## config.mk

```make
export PLATFORM = sky130hd
export DESIGN_NAME = conv_window_addr_gen
export DESIGN_NICKNAME = d
export VERILOG_FILES = /design/src/rtl/cnn_addr_pkg.sv /design/src/rtl/conv_pos_counter.sv /design/src/rtl/conv_window_addr_gen.sv
export SDC_FILE = /design/constraint.sdc
export NUM_CORES = 1
export LEC_CHECK = 0
export CELL_PAD_IN_SITES_DETAIL_PLACEMENT = 0
export CELL_PAD_IN_SITES_GLOBAL_PLACEMENT = 1
export CORE_UTILIZATION = 35
export CTS_BUF_LIST = sky130_fd_sc_hd__clkbuf_16
export DETAILED_ROUTE_END_ITERATION = 8
export PLACE_DENSITY_LB_ADDON = 0.2
export RECOVER_POWER = 50
export SLEW_MARGIN = 20
export SYNTH_ARGS = -nofsm -noshare
export SYNTH_HDL_FRONTEND = slang
export SYNTH_SLANG_ARGS = --single-unit
```

## constraint.sdc

```tcl
create_clock -name clk -period 4.6 [get_ports clk]
set_input_delay 1.15 -clock clk [delete_from_list [all_inputs] [get_ports clk]]
set_output_delay 1.15 -clock clk [all_outputs]
set_load 0.03 [all_outputs]
```

## src/rtl/cnn_addr_pkg.sv

```systemverilog
// Shared types and helpers for the convolution window address generator.
package cnn_addr_pkg;

    typedef enum logic [1:0] {
        IDLE,
        RUN,
        DONE
    } state_t;

    // Number of window positions along one image axis.
    function automatic int out_dim(input int img, input int k, input int s);
        return (img - k) / s + 1;
    endfunction

endpackage

```

## src/rtl/conv_pos_counter.sv

```systemverilog
// Nested kx/ky/ox/oy window counters with incremental row/column address registers.
module conv_pos_counter
    import cnn_addr_pkg::*;
#(
    parameter int IMG_W     = 80,
    parameter int IMG_H     = 60,
    parameter int KERNEL    = 3,
    parameter int STRIDE    = 1,
    parameter int BASE_ADDR = 0,
    parameter int ADDR_W    = 13
) (
    input  logic              clk,
    input  logic              rst_n,
    input  logic              clear,
    input  logic              tap_mode,
    input  logic              advance,
    output logic [ADDR_W-1:0] addr,
    output logic              win_first,
    output logic              win_last,
    output logic              last
);

    localparam int OUT_W = out_dim(IMG_W, KERNEL, STRIDE);
    localparam int OUT_H = out_dim(IMG_H, KERNEL, STRIDE);
    localparam int KW    = $clog2(KERNEL + 1);
    localparam int OXW   = $clog2(OUT_W + 1);
    localparam int OYW   = $clog2(OUT_H + 1);

    localparam logic [ADDR_W-1:0] BASE     = ADDR_W'(BASE_ADDR);
    localparam logic [ADDR_W-1:0] ROW_STEP = ADDR_W'(IMG_W);
    localparam logic [ADDR_W-1:0] WIN_STEP = ADDR_W'(STRIDE * IMG_W);
    localparam logic [ADDR_W-1:0] COL_STEP = ADDR_W'(STRIDE);

    logic              mode_q;
    logic [KW-1:0]     kx, ky;
    logic [OXW-1:0]    ox;
    logic [OYW-1:0]    oy;
    logic [ADDR_W-1:0] win_row;   // address of the window's top row, column 0
    logic [ADDR_W-1:0] tap_row;   // win_row advanced by ky image rows
    logic [ADDR_W-1:0] win_col;   // ox*STRIDE

    logic kx_wrap, ky_wrap, ox_wrap, oy_wrap;

    // In anchor mode the tap counters never move, so they count as always wrapped.
    assign kx_wrap = !mode_q || (kx == KW'(KERNEL - 1));
    assign ky_wrap = !mode_q || (ky == KW'(KERNEL - 1));
    assign ox_wrap = (ox == OXW'(OUT_W - 1));
    assign oy_wrap = (oy == OYW'(OUT_H - 1));

    assign last      = kx_wrap && ky_wrap && ox_wrap && oy_wrap;
    assign win_first = !mode_q || (kx == '0 && ky == '0);
    assign win_last  = kx_wrap && ky_wrap;
    assign addr      = tap_row + win_col + ADDR_W'(kx);

    // NOTE: sequential state uses non-blocking assignments so every register
    // samples the pre-edge values of its neighbours, whatever the statement order.
    always_ff @(posedge clk) begin
        if (!rst_n || clear) begin
            mode_q  <= rst_n && tap_mode;
            kx      <= '0;
            ky      <= '0;
            ox      <= '0;
            oy      <= '0;
            win_row <= BASE;
            tap_row <= BASE;
            win_col <= '0;
        end else if (advance) begin
            if (!kx_wrap) begin
                kx <= kx + 1'b1;
            end else begin
                kx <= '0;
                if (!ky_wrap) begin
                    ky      <= ky + 1'b1;
                    tap_row <= tap_row + ROW_STEP;
                end else begin
                    ky <= '0;
                    if (!ox_wrap) begin
                        ox      <= ox + 1'b1;
                        win_col <= win_col + COL_STEP;
                        tap_row <= win_row;
                    end else begin
                        ox      <= '0;
                        win_col <= '0;
                        if (!oy_wrap) begin
                            oy      <= oy + 1'b1;
                            win_row <= win_row + WIN_STEP;
                            tap_row <= win_row + WIN_STEP;
                        end else begin
                            oy      <= '0;
                            win_row <= BASE;
                            tap_row <= BASE;
                        end
                    end
                end
            end
        end
    end

endmodule

```

## src/rtl/conv_window_addr_gen.sv

```systemverilog
// Sweeps a KERNEL x KERNEL window over a row-major image, emitting anchor or tap
// addresses over a valid/ready handshake with window framing flags.
module conv_window_addr_gen
    import cnn_addr_pkg::*;
#(
    parameter int IMG_W     = 80,
    parameter int IMG_H     = 60,
    parameter int KERNEL    = 3,
    parameter int STRIDE    = 1,
    parameter int BASE_ADDR = 0,
    parameter int ADDR_W    = 13
) (
    input  logic              clk,
    input  logic              rst_n,
    input  logic              start,
    input  logic              tap_mode,
    output logic [ADDR_W-1:0] addr,
    output logic              addr_valid,
    input  logic              addr_ready,
    output logic              win_first,
    output logic              win_last,
    output logic              busy,
    output logic              done
);

    if (KERNEL < 1 || KERNEL > IMG_W || KERNEL > IMG_H) begin : g_bad_kernel
        $error("conv_window_addr_gen: KERNEL out of range");
    end
    if (STRIDE < 1) begin : g_bad_stride
        $error("conv_window_addr_gen: STRIDE must be >= 1");
    end
    if (64'(BASE_ADDR) + 64'(IMG_W) * 64'(IMG_H) - 64'd1 >= (64'd1 << ADDR_W)) begin : g_bad_addr_w
        $error("conv_window_addr_gen: ADDR_W too small for image");
    end

    state_t            state_q, state_d;
    logic [ADDR_W-1:0] cnt_addr;
    logic              cnt_first, cnt_last_tap, cnt_last;
    logic              fire, clear;

    assign fire  = addr_valid && addr_ready;
    assign clear = (state_q == IDLE) && start;

    conv_pos_counter #(
        .IMG_W    (IMG_W),
        .IMG_H    (IMG_H),
        .KERNEL   (KERNEL),
        .STRIDE   (STRIDE),
        .BASE_ADDR(BASE_ADDR),
        .ADDR_W   (ADDR_W)
    ) u_pos (
        .clk      (clk),
        .rst_n    (rst_n),
        .clear    (clear),
        .tap_mode (tap_mode),
        .advance  (fire),
        .addr     (cnt_addr),
        .win_first(cnt_first),
        .win_last (cnt_last_tap),
        .last     (cnt_last)
    );

    always_ff @(posedge clk) begin
        if (!rst_n) state_q <= IDLE;
        else        state_q <= state_d;
    end

    // NOTE: every output of this block is given a default first, so no path
    // through the case leaves a signal unassigned and no latch is inferred.
    always_comb begin
        state_d    = state_q;
        addr_valid = 1'b0;
        busy       = 1'b0;
        done       = 1'b0;
        case (state_q)
            IDLE: if (start) state_d = RUN;
            RUN: begin
                addr_valid = 1'b1;
                busy       = 1'b1;
                if (addr_ready && cnt_last) state_d = DONE;
            end
            DONE: begin
                done    = 1'b1;
                state_d = IDLE;
            end
            default: state_d = IDLE;
        endcase
    end

    // Outputs read as zero whenever no address is on offer.
    assign addr      = addr_valid ? cnt_addr : '0;
    assign win_first = addr_valid && cnt_first;
    assign win_last  = addr_valid && cnt_last_tap;

endmodule

```

==> impl_results.md <==
- Outcome: complete, no violations
- Drt pass-1 iters: 4
- Total internal power: 960.2 uW
- Routed via count divided by cell count: 5.291
- Final core area utilization: 42.04%
- Post-synthesis net count: 487
- Cell class contributing the biggest share of worst-path delay: compound AO/OA/AOI/OAI gates
- Top library cells by usage in the layout, fill and taps aside: 59 x nor2_1, 58 x dfxtp_1, 38 x a21oi_1
- Critical Path Sink Type: output port
- Final Hold Violating Endpoints: 0
- Max Clk Rate: 0.2293 GHz
- Final setup fails: 0
- Total of max-cap violations: 0
- Async set-or-reset flop fraction in the synthesized netlist: 0%
- Largest net degree at the start of global routing: 29
- Total Routing Usage GR: 17.26%
- Hold Crit Class: reg -> reg
- Most common flop cell mapped by yosys: dfxtp_1
- Time the worst path needs with I/O delays and setup: 4362 ps
- Unrepaired setup endpoints after global routing: false
- First-pass GRT wire length: 15,040 um
- Number of diodes added for antenna fixing: 0
- Cell Chain, Critical Path: ha_1 > ha_1 > o21ai_0 > o21ai_0 > nand4_1 > a211o_1 > nand2_1 > clkdlybuf4s50_1
- Ys Warns: 0
- CTS Root Buffer Type: clkbuf_16
- Port Buffers: 22
- Skew-Pair Late Insertion Delay: 330 ps
- Vertical die dimension: 104.7 um
- IR drop worst, VDD: 0.0001445 V
- Sequential share of the synthesized area: 32.28%
- TritonCTS buffer count: 9
- Critical-path cell with the highest stage delay: clkdlybuf4s50_1
- Combined area of all synthesized cells: 3690 um2
- Period utilisation layout: 94.82%
- Setup TNS: 0 ps
- Kind of critical path: reg -> out
- Total routed wirelength: 8822 um
- Grt ovf: 0
- Avg Cell Area, Syn: 8.255 um2
- Proportion of layout cells with a drive suffix above 1: 6.780%
- Power Density: 293.0 nW/um2
- Effective utilization at floorplan: 35.90%
- Rel. slew slack: 20.92%
- Routability-driven placement congestion ratio: 0.7800
- Leakage power: 0.001693 uW
- Final #Nets: 507
- Num ports: 23
- Net switching power of the design: 305.7 uW
- Count of antenna-violating nets left after detailed routing: 0
- Total number of vias: 3,217
- CTS clk-pin slew, worst paths: 50 ps
- Worst-margin pin slew: 1186 ps
- Total half-perimeter wirelength after legalization and detailed placement: 6575 um
- Buffer levels on the longest clock path: 2
- Arrival time of the worst setup path: 3210 ps
- Number of pins exceeding their max-slew limit in the final report: 0
- Clock group share of total power: 52.4%
- Count of flip-flops with a built-in enable after synthesis: 1
- TritonCTS clock tree: done
- Area of the die: 10,960 um2
- Proportion of power drawn by flip-flops and latches: 41.4%
- Number of distinct library cell variants in the gate-level netlist after synthesis: 64
- Routed WL per cell: 14.51 um
- Maximum fanout count along the critical path: 6
- Number of global-route vias before repair: 2,997
- Largest incremental delay on the critical path: 670 ps
- Count of mapped cells out of synthesis: 447
- Net switching share of the total power: 24.15%
- Number of design-rule violations left by the first detailed-router iteration: 115
- Worst path bufs/invs: 1
- Req. time, crit path: 3450 ps
- Number of antenna violations at the first check in global routing: 0
- Register bit total from synthesis: 59
- Drt drc: 0
- Combinational cell fraction of total power: 6.2%
- Area overhead of the layout relative to synthesis: 17.09%
- Width of the die: 104.7 um
- Clock skew after layout: 6.574 ps
- Number of clock sinks: 59
- Level count of the clock H-tree: 3
- Number of rows in the core area: 37
- Total setup buffers inserted after CTS: 0
- Core box area: 10,280 um2
- Worst hold margin: 464.8 ps
- Crit path launch type: register
- Leading cell type in the layout, fill and taps excluded: nor2_1
routing by layer:
layer	part of all wire (%)	global-route usage, %
met3	3.6	3.431
met5	0	0
met1	52	24.14
met2	42	25.78
met4	2.4	7.143
worst min-delay path, stage by stage, from the launching register on:
cell,delay (ps)
dfxtp_1,310
nand2_1,50
a21oi_1,50
kinds of logic after synthesis:
group           Yosys count  synth area share, %
xor+xnor                 30                7.121
flops                    59                32.28
simple gates            174                23.64
mux                       5                1.390
compound gates          111                19.26
fa+ha+maj                35                12.48
buf+inv                  33                3.832
registers in the layout, indices dropped and copies added, names as in the netlist:
name           flops
u_pos.mode_q       1
state_q            2
u_pos.win_col     13
u_pos.ky           2
u_pos.oy           6
u_pos.kx           2
u_pos.tap_row     13
u_pos.win_row     13
u_pos.ox           7
timing repair:
action                                  in CTS  in global routing
endpoints found under the setup margin       4                  5
cloned                                       0                  0
resized for setup                            5                  4
pin swaps                                    0                  1
hold buffers                                 0                  0
cells in the mapped netlist (3+ instances only):
cell type,instances,area [um2]
nor2_1,59,221.5
dfxtp_1,58,1161
a21oi_1,38,190.2
nand2_1,33,123.9
ha_1,32,400.4
o21ai_0,29,145.1
inv_1,16,60.06
nand3_1,16,80.08
xor2_1,16,140.1
xnor2_1,14,122.6
and2_1,11,68.82
nand4_1,11,68.82
a21o_1,8,60.06
nor3_1,8,40.04
a211oi_1,7,52.55
clkbuf_1,7,26.28
buf_2,5,25.02
nor2b_1,5,31.28
nor4_1,5,31.28
a221oi_1,4,35.03
and4_1,4,35.03
mux2i_1,4,40.04
and3_1,3,18.77
fa_1,3,60.06
nand2b_1,3,18.77
nand3b_1,3,22.52
final timing paths:
check | cells after the start | slack, ps | startpoint | to
worst max-delay path | 8 | 240 | u_pos.win_col[3] | addr[10]
worst min-delay path | 2 | 460 | u_pos.tap_row[1] | u_pos.tap_row[1]
worst max register to register | 8 | 1760 | u_pos.kx[0] | u_pos.ox[6]
worst min register to register | 2 | 460 | u_pos.tap_row[1] | u_pos.tap_row[1]
layout make-up:
class,count,area (um2)
fillers,1092,5957
multi-input cells,355,2370
flip-flops and latches,59,1191
repair buffers,25,230.2
clock buffers,9,225.2
well taps,136,170.2
clock inverters,7,70.07
inverters,17,63.81
power by group through the flow:
stage               sequential [uW]  clock, uW  combinational (uW)
finish                          525        663                78.4
global route                    525        700                87.8
CTS                             524        681                81.0
detailed placement              536          0                80.7
global placement                535          0                81.4
floorplan                       534          0                55.4
metrics by stage:
stage | total power (uW) | area (um2) | setup slack [ps] | std cells
6_report | 1266 | 4320 | 238.4 | 608
5_1_grt | 1313 | 4320 | 50.32 | 608
4_1_cts | 1287 | 4327 | 142.3 | 608
3_5_place_dp | 616.4 | 4031 | 125.6 | 592
3_3_place_gp | 616.9 | 4031 | 160.4 | 592
2_1_floorplan | 589.0 | 3690 | 682.0 | 447
Power figures use the tool's default switching activity.
